===== config.mk =====
export PLATFORM = sky130hd
export DESIGN_NAME = reg_file_read_port_pair
export DESIGN_NICKNAME = d
export VERILOG_FILES = /design/src/rtl/reg_file_read_port_pair.sv
export SDC_FILE = /design/constraint.sdc
export NUM_CORES = 1
export LEC_CHECK = 0
export CAP_MARGIN = 20
export CORE_ASPECT_RATIO = 1.1
export CORE_MARGIN = 1
export CORE_UTILIZATION = 55
export DETAILED_ROUTE_END_ITERATION = 8
export GPL_TIMING_DRIVEN = 0
export HOLD_SLACK_MARGIN = 0.12
export PLACE_DENSITY = 0.75
export SLEW_MARGIN = 40
export SYNTH_ARGS = -nofsm -noshare
export SYNTH_HDL_FRONTEND = slang
export SYNTH_SLANG_ARGS = --single-unit

===== constraint.sdc =====
create_clock -name clk -period 13.2 [get_ports clk]
set_clock_uncertainty 0.1 [all_clocks]
set_input_delay 2.64 -clock clk [delete_from_list [all_inputs] [get_ports clk]]
set_output_delay 2.64 -clock clk [all_outputs]
set_load 0.1 [all_outputs]

===== src/rtl/reg_file_read_port_pair.sv =====
// rtl/reg_file_read_port_pair.sv - 2^A x W register file, one write port, two handshaked registered read ports
module reg_file_read_port_pair #(
    parameter int W       = 8,
    parameter int A       = 4,
    parameter int ZERO_R0 = 1
) (
    input  logic         clk,
    input  logic         reset_asynchronous,
    input  logic         write_enable,
    input  logic [A-1:0] write_addr,
    input  logic [W-1:0] write_data,
    input  logic         rd_req_a,
    input  logic [A-1:0] rd_addr_a,
    output logic         rd_req_ready_a,
    output logic         rd_valid_a,
    input  logic         rd_ready_a,
    output logic [W-1:0] rd_data_a,
    input  logic         rd_req_b,
    input  logic [A-1:0] rd_addr_b,
    output logic         rd_req_ready_b,
    output logic         rd_valid_b,
    input  logic         rd_ready_b,
    output logic [W-1:0] rd_data_b
);

    localparam int DEPTH = 1 << A;

    typedef enum logic {
        EMPTY = 1'b0,
        FULL  = 1'b1
    } port_state_t;

    logic [W-1:0] regs [DEPTH];
    port_state_t  state_a, state_a_next;
    port_state_t  state_b, state_b_next;
    logic         accept_a, accept_b;
    logic         write_kept;
    logic [W-1:0] read_val_a, read_val_b;

    assign write_kept = write_enable && !((ZERO_R0 != 0) && (write_addr == '0));

    always_ff @(posedge clk or posedge reset_asynchronous) begin
        if (reset_asynchronous) begin
            for (int i = 0; i < DEPTH; i++) begin
                regs[i] <= '0;
            end
        end else if (write_kept) begin
            regs[write_addr] <= write_data;
        end
    end

    // Write-first bypass; the hardwired zero register overrides even the bypass.
    always_comb begin
        read_val_a = regs[rd_addr_a];
        if (write_enable && (write_addr == rd_addr_a)) begin
            read_val_a = write_data;
        end
        if ((ZERO_R0 != 0) && (rd_addr_a == '0)) begin
            read_val_a = '0;
        end
    end

    always_comb begin
        read_val_b = regs[rd_addr_b];
        if (write_enable && (write_addr == rd_addr_b)) begin
            read_val_b = write_data;
        end
        if ((ZERO_R0 != 0) && (rd_addr_b == '0)) begin
            read_val_b = '0;
        end
    end

    assign rd_valid_a     = (state_a == FULL);
    assign rd_valid_b     = (state_b == FULL);
    assign rd_req_ready_a = !rd_valid_a || rd_ready_a;
    assign rd_req_ready_b = !rd_valid_b || rd_ready_b;

    always_ff @(posedge clk or posedge reset_asynchronous) begin
        if (reset_asynchronous) begin
            state_a <= EMPTY;
            state_b <= EMPTY;
        end else begin
            state_a <= state_a_next;
            state_b <= state_b_next;
        end
    end

    always_comb begin
        accept_a     = rd_req_a && rd_req_ready_a;
        accept_b     = rd_req_b && rd_req_ready_b;
        state_a_next = state_a;
        state_b_next = state_b;
        if (accept_a) begin
            state_a_next = FULL;
        end else if (state_a == FULL && rd_ready_a) begin
            state_a_next = EMPTY;
        end
        if (accept_b) begin
            state_b_next = FULL;
        end else if (state_b == FULL && rd_ready_b) begin
            state_b_next = EMPTY;
        end
    end

    // Data is a snapshot taken only on accept, so stalls and drains leave it untouched.
    always_ff @(posedge clk or posedge reset_asynchronous) begin
        if (reset_asynchronous) begin
            rd_data_a <= '0;
            rd_data_b <= '0;
        end else begin
            if (accept_a) begin
                rd_data_a <= read_val_a;
            end
            if (accept_b) begin
                rd_data_b <= read_val_b;
            end
        end
    end

endmodule


==> impl_metrics.env <==
export IMPL_slew_headroom=0.5573
export IMPL_rrSetupSlack_ps=11150
export IMPL_htreeDepth=4
export IMPL_hold_viol_final=0
export IMPL_outcome="finished clean"
export IMPL_drive_gt1_frac=0.3581
export IMPL_die_area_um2=14900
export IMPL_netlist_instances=599
export IMPL_cts_tree="done"
export IMPL_intPower_uw=1030
export IMPL_top_layer="met4"
export IMPL_grt_pass1_wl_um=33950
export IMPL_initial_utilization=0.5677
export IMPL_avgSynthCellArea_um2=13.23
export IMPL_coreArea_um2=13960
export IMPL_worst_pin_slew_ps=663.3
export IMPL_p_leak_uw=0.003971
export IMPL_nNetsFinal=688
export IMPL_fmax_mhz=155.9
export IMPL_fin_tns_setup_ps=0
export IMPL_routed_wirelength_um=22480
export IMPL_hold_class="reg2reg"
export IMPL_synth_top_area_share=0.4609
export IMPL_hold_path_cell_count=2
export IMPL_first_global_vias=5709
export IMPL_drt_iter0_markers=433
export IMPL_worstPathCellList="clkdlybuf4s50_1 > nand2b_1 > buf_2"
export IMPL_swShare=0.3199
export IMPL_rsz0062_at_grt="no"
export IMPL_setup_violations=0
export IMPL_grt_max_degree=84
export IMPL_synth_seq_cells=146
export IMPL_min_delay_start="rd_data_a[0]"
export IMPL_nFillCells=1084
export IMPL_clock_power_share=0.325
export IMPL_gp_congestion=0.9082
export IMPL_cp_slowest_stage_delay_ps=440
export IMPL_wl_met3_um=1551
export IMPL_io_pins=47
export IMPL_power_frac_seq=0.409
export IMPL_postCtsResizedCells=0
export IMPL_yosysTopAreaCell="dfrtp_1"
export IMPL_vias=5583
export IMPL_clockBufferDepth=2
export IMPL_wl_per_cell_um=26.10
export IMPL_yosysWarnings=0
export IMPL_grt_total_usage=0.3242
export IMPL_insertedDiodeCount=0
export IMPL_dp_hpwl_um=15470
export IMPL_layoutNonFillerInstCount=861
export IMPL_post_cts_setup_buffers=0
export IMPL_drcViolationCount=0
export IMPL_rows=45
export IMPL_cp_slowest_cell="clkdlybuf4s50_1"
export IMPL_antenna_found_initial=0
export IMPL_crit_path_start_kind="input pin"
export IMPL_pwr_share_comb=0.266
export IMPL_required_ps=10460
export IMPL_min_to="rd_data_a[0]"
export IMPL_grt_ovfl_total=0
export IMPL_clk_latency_ps=430
export IMPL_critPathMaxFanout=3
export IMPL_netSwitchingPower_uw=484.5
export IMPL_cts_root_buf="clkbuf_16"
export IMPL_portBuffers=42
export IMPL_reg2reg_to="rd_data_b[5]"
export IMPL_crit_arrival_ps=3680
export IMPL_slew_viol_final=0
export IMPL_syn2layout_area_growth_pct=15.06
export IMPL_synth_area_um2=7926
export IMPL_timing_critical_path_buf_inv=2
export IMPL_route_met2_wl_um=10590
export IMPL_synth_area_top_cells="dfrtp_1, mux2_2, mux2i_1"
export IMPL_synth_distinct_cells=36
export IMPL_clock_sinks=146
export IMPL_layout_commonest_cell="dfrtp_1"
export IMPL_die_h_um=127.9
export IMPL_critical_path_top_delay_family="buffers and inverters"
export IMPL_ant_nets=0
export IMPL_via_per_inst=6.484
export IMPL_r2r_start="regs[5]"
export IMPL_die_w_um=116.5
export IMPL_yosysSeqAreaShare=0.4609
export IMPL_numCtsBuffers=17
export IMPL_min_period_ps=6416
export IMPL_cap_violations=0
export IMPL_clkSlewWorstSetupHoldPaths_ps=60
export IMPL_ir_drop_uv=103.6
export IMPL_holdBufCountCts=0
export IMPL_synth_nets=626
export IMPL_end_kind="primary output"
export IMPL_worstRegToRegCells=4
export IMPL_layout_common_cells="dfrtp_1, mux2_2, mux2i_1"
export IMPL_first_pass_iters=4
export IMPL_crit_type="in2out"
export IMPL_power_density_nw_per_um2=166.1
export IMPL_wl_met1_um=9443
export IMPL_place_inst=830
export IMPL_fin_crit_sh=0.4861
-- logic make-up after synthesis --
kind of cell / synth area share
flip-flops: 0.4609
AO/OA/AOI/OAI: 0.06093
multiplexers: 0.3526
AND/OR/NAND/NOR: 0.06946
XOR/XNOR: 0.008840
buffers and inverters: 0.04720
-- power by group through the flow --
| stage | Combinational (µW) | Sequential (µW) | Clock [µW] |
|---|---|---|---|
| after floorplan | 224 | 689 | 0 |
| after global placement | 401 | 613 | 0 |
| after detailed placement | 399 | 623 | 0 |
| after CTS | 401 | 617 | 496 |
| after global routing | 422 | 631 | 514 |
| final | 402 | 620 | 492 |
-- per-layer routing --
metal / global-route usage / up-vias
met4: 0.1591 / 0
met1: 0.4359 / 2896
li1: - / 2373
met2: 0.4880 / 258
met5: 0 / -
met3: 0.08322 / 56
-- area by class of cell --
| type | instances | area, µm² | area share |
|---|---|---|---|
| Buffer | 52 | 370.4 | 0.04061 |
| Clock buffer | 21 | 470.5 | 0.05158 |
| Clock inverter | 10 | 132.6 | 0.01454 |
| Inverter | 1 | 11.26 | 0.001235 |
| Multi-Input combinational cell | 400 | 3899 | 0.4275 |
| Sequential cell | 146 | 3654 | 0.4006 |
| Tap cell | 188 | 235.2 | 0.02579 |
| Timing Repair Buffer | 43 | 347.8 | 0.03814 |
-- worst register-to-register path, stage by stage, from the launching register on --
cell	delay, ps
dfrtp_1	400
mux4_1	540
a311oi_1	560
and3_1	260
o21ai_1	70
-- per-stage QoR --
stage	cell area (µm²)	hold WS [ps]	power, µW	utilization	setup WS (ps)
2_1_floorplan	7926	348.8	913.6	-	6537
3_3_place_gp	8582	361.3	1014	0.6146	4752
3_5_place_dp	8517	375.3	1023	0.6099	6774
4_1_cts	9120	390.8	1514	0.6531	6773
5_1_grt	9120	412.4	1567	0.6531	6724
6_report	9120	384.6	1514	0.6531	6784
-- state kept, by name (all words and copies together) (netlist names) --
register    count
regs          128
rd_data_b       8
rd_valid_b      1
rd_valid_a      1
rd_data_a       8
-- synthesized netlist by cell type, drive strengths merged --
library cell / count
a311oi: 14
xor2: 6
nor3b: 1
nand3: 3
clkbuf: 23
buf: 27
clkdlybuf4s18: 2
nand3b: 4
or3b: 4
dfrtp: 146
nand2: 35
xnor2: 2
nor2b: 1
or3: 5
nor3: 2
nand2b: 8
nor2: 15
mux2: 122
mux4: 32
o22ai: 32
mux2i: 64
o21ai: 32
and2b: 2
inv: 1
and3: 16
-- how the worst max path moves through the flow --
stage | start | end | slack [ps] | cells past startpoint
global route | rd_ready_a | rd_req_ready_a | 6720 | 3
detailed placement | rd_ready_a | rd_req_ready_a | 6770 | 3
CTS | rd_ready_a | rd_req_ready_a | 6770 | 3
finish | rd_ready_a | rd_req_ready_a | 6780 | 3
floorplan | reset_asynchronous | rd_data_a[0] | 6540 | 1
global placement | reset_asynchronous | regs[37] | 4750 | 2
Power figures use the tool's default switching activity.
==> edit 1 (same flow settings) <==
Reset style: synchronous (`reset_asynchronous`), changed in 3 clocked blocks.
--- a/src/rtl/reg_file_read_port_pair.sv
+++ b/src/rtl/reg_file_read_port_pair.sv
@@ -40,5 +40,5 @@
     assign write_kept = write_enable && !((ZERO_R0 != 0) && (write_addr == '0));
 
-    always_ff @(posedge clk or posedge reset_asynchronous) begin
+    always_ff @(posedge clk) begin
         if (reset_asynchronous) begin
             for (int i = 0; i < DEPTH; i++) begin
@@ -76,5 +76,5 @@
     assign rd_req_ready_b = !rd_valid_b || rd_ready_b;
 
-    always_ff @(posedge clk or posedge reset_asynchronous) begin
+    always_ff @(posedge clk) begin
         if (reset_asynchronous) begin
             state_a <= EMPTY;
@@ -104,5 +104,5 @@
 
     // Data is a snapshot taken only on accept, so stalls and drains leave it untouched.
-    always_ff @(posedge clk or posedge reset_asynchronous) begin
+    always_ff @(posedge clk) begin
         if (reset_asynchronous) begin
             rd_data_a <= '0;
Formal check against the unedited RTL: differs if reset_asynchronous is asserted again (counterexample within 4 cycles, from zero or initial values and one cycle with reset_asynchronous high); with reset_asynchronous held inactive, the same outputs for 4 cycles.
==> edit 1 against the unedited design <==
  * Final area is 0.12% higher
  * Synthesized cell count up 1.8%
  * First-iteration DRC count increased by 52%
  * Global-route usage rose by 0.78 points
  * Area after synthesis down 0.79%
  * Routed wire length is 2.7% higher
  * Non-clock buffer count is 12 lower
  * Critical path depth did not move
  * Sequential share of layout area grew 6.0 points
  * Sequential cell count unchanged
  * Final cell count is 2.0% higher
  * Setup slack got worse by 0.036 ns
  * Count of clock-buffer cells in the layout is 2 lower
  * Critical endpoint is now rd_req_ready_b
Power is not compared: it rests on default switching activity, and its combinational part moved more than twofold at a synthesized area within 25%.
==> edit 1: results (changes against the unedited design) <==
status=finished clean; DR vias/cell=6.46 (-0.43%); final hold slack=0.347 ns (-0.0373 ns); Register-to-Register Setup Slack=11.13 ns (-0.02 ns); Min-Delay Startpoint=rd_data_a[2]; Inverters=2 (+1); Yosys cell types=38 (+5.6%); first-pass GRT wire length=33.8 mm (-0.51%); via count of the first global-routing pass=5,494 (-3.8%); clk_buf instances=19 (-9.5%); Fillers=1,068 (-1.5%); routed len/inst=26.3 µm (+0.69%); Slew @ Worst Pin=0.847 ns (+0.183 ns); Placement Cell Area=8450 µm² (-0.78%); critical path endpoint=rd_req_ready_b; Setup WS pre-CTS=6.73 ns (-0.0396 ns); Final nets=705 (+2.5%); worst r2r src=regs[14][0]; mean area per synthesized cell=12.9 µm² (-2.6%); final wirelength=23.1 mm (+2.7%); clk tree area frac=0.0733 (+0.00718); hold path endpoint=rd_data_a[2]; Synth top cells by count=edfxtp_1, and2_1, mux2i_1; Non-clock buffer share=0.0684 (-0.0104); placed cells=847 (+2.0%)
==> edit 1: tightest hold or removal path, delay by kind of cell, from the launching register on <==
family          cells  cell delay, ns
compound gates      1            0.05
flops               1            0.30
simple gates        1            0.05
==> edit 1: layer usage <==
| metal | vias up | routed length (µm) | GRT usage |
|---|---|---|---|
| met5 | - | 0 | 0 |
| met4 | 0 | 1040 | 0.170 |
| met3 | 77 | 2060 | 0.0754 |
| met2 | 336 | 11100 | 0.521 |
| met1 | 2827 | 8830 | 0.432 |
| li1 | 2429 | - | - |
==> edit 1: power groups by stage <==
| stage | sequential [mW] | combinational (mW) | clock (mW) |
|---|---|---|---|
| 2_1_floorplan | 0.583 | 0.0887 | 0 |
| 3_3_place_gp | 0.554 | 0.177 | 0 |
| 3_5_place_dp | 0.556 | 0.174 | 0 |
| 4_1_cts | 0.547 | 0.174 | 0.555 |
| 5_1_grt | 0.549 | 0.184 | 0.574 |
| 6_report | 0.547 | 0.178 | 0.552 |
==> edit 2 (config.mk and constraints unchanged) <==
Made on the original files. Set the parameter `A` to 2 (it was 4).
--- a/src/rtl/reg_file_read_port_pair.sv
+++ b/src/rtl/reg_file_read_port_pair.sv
@@ -2,5 +2,5 @@
 module reg_file_read_port_pair #(
     parameter int W       = 8,
-    parameter int A       = 4,
+    parameter int A       = 2,
     parameter int ZERO_R0 = 1
 ) (
Interface: changed (resized rd_addr_a, rd_addr_b and write_addr); port bits go from 47 to 41. No check against the original RTL was run, so the function may have changed too.
==> edit 2 against the unedited design <==
  * Worst hold slack gained 0.0049 ns
  * Sequential cell count shrank 96
  * Via count decreased by 65%
  * Area after synthesis decreased by 65%
  * Power decreased by 68%
  * Final area down 65%
  * Setup slack lost 0.52 ns
  * Routed wire length fell by 71%
  * Critical endpoint is now rd_req_ready_b
  * Largest cell class unchanged
  * Largest power group unchanged
==> edit 2: results (changes against the unedited design) <==
status=finished clean; Yosys cell types=24 (-33%); Setup WS pre-CTS=6.29 ns (-0.487 ns); Register-to-Register Setup Slack=11.52 ns (+0.37 ns); Syn Nets=221 (-65%); DRT iter0 DRCs=181 (-58%); PortBufs=32 (-24%); synth top area cells=dfrtp_1, mux2_2, o221ai_2; Min-Delay Startpoint=regs[28]; Slew @ Worst Pin=0.497 ns (-0.166 ns); first-pass GRT wire length=10.5 mm (-69%); worst r2r src=rd_valid_b; sequential area share after synthesis=0.449 (-0.0123); clock slew at reported path FFs=0.08 ns (+0.02 ns); Final nets=261 (-62%); GRT Util Overall=0.259 (-0.0651); CP max FO=10 (+7); switching power=196 µW (-59%); Root Driver=clkbuf_8; final wirelength=6.45 mm (-71%); Post-CTS Setup Bufs=0 (unchanged); final hold slack=0.390 ns (+0.00491 ns); pin count of the biggest net entering global routing=28 (-67%); DR vias/cell=6.61 (+2.0%); CTS Buf Count=5 (-12); leading registers by flop count=regs x32, rd_data_a x8, rd_data_b x8; VDD IR max=0.0000969 V (-6.5%); via count of the first global-routing pass=1,982 (-65%); hold path endpoint=regs[28]; Worst path slowest cell=buf_2; placer congestion estimate=0.863 (-5.0%); Synth top cells by count=dfrtp_1, mux2_2; hold path depth=1 (-1); Fillers=340 (-69%); critical path's top delay family=buffers and inverters; H-tree depth=2 (-2); CP peak stage delay=0.52 ns (+0.08 ns); Clock Latency Late Sink=0.31 ns (-0.12 ns); Post-DP HPWL=4.70 mm (-70%); Ant. Diodes=0 (unchanged); worst r2r dst=rd_data_b[1]; proportion of layout cells with a drive suffix above 1=0.392 (+0.0336); worst r2r path cells=5 (+1)
-- edit 2: worst max path at each step --
stage,from,to,slack [ns],cells past startpoint
after floorplan,rd_ready_a,rd_req_ready_a,6.64,3
after global placement,rd_ready_b,rd_req_ready_b,5.61,5
after detailed placement,rd_ready_b,rd_req_ready_b,6.29,5
after CTS,rd_ready_b,rd_req_ready_b,6.28,5
after global routing,rd_ready_a,rd_req_ready_a,6.13,5
final,rd_ready_b,rd_req_ready_b,6.26,5
-- edit 2: logic make-up after synthesis --
logic type             after synthesis  share of synthesized area
flip-flops                          50                      0.449
AO/OA/AOI/OAI                       48                      0.158
multiplexers                        40                      0.237
AND/OR/NAND/NOR                     29                     0.0664
buffers and inverters               29                     0.0588
XOR/XNOR                             4                     0.0314
-- edit 2: metrics by stage --
stage | instance area [µm²] | instances | total power [mW]
after detailed placement | 3110 | 289 | 0.380
after global routing | 3220 | 296 | 0.506
after CTS | 3220 | 296 | 0.490
final | 3220 | 296 | 0.488
after floorplan | 2790 | 200 | 0.341
after global placement | 3180 | 288 | 0.383
-- edit 2: power groups by stage --
| stage | registers [mW] | clock network [mW] | logic (mW) |
|---|---|---|---|
| final | 0.192 | 0.110 | 0.185 |
| after floorplan | 0.269 | 0 | 0.0720 |
| after CTS | 0.192 | 0.112 | 0.186 |
| after detailed placement | 0.195 | 0 | 0.185 |
| after global routing | 0.196 | 0.117 | 0.193 |
| after global placement | 0.192 | 0 | 0.191 |
-- edit 2: layout make-up --
type / count / share of cell area
inverters: 6 / 0.00777
repair buffers: 33 / 0.0769
well taps: 56 / 0.0217
clock inverters: 1 / 0.00932
plain buffers: 23 / 0.0439
clock buffers: 6 / 0.0256
flip-flops and latches: 50 / 0.388
multi-input cells: 121 / 0.426
-- edit 2: layer usage --
metal | vias to the layer above | track usage | share of wire | wire length [µm]
li1 | 867 | - | - | -
met1 | 1014 | 0.340 | 0.42 | 2680
met2 | 64 | 0.432 | 0.52 | 3330
met3 | 12 | 0.0552 | 0.047 | 301
met4 | 0 | 0.0840 | 0.020 | 127
met5 | - | 0 | 0 | 0
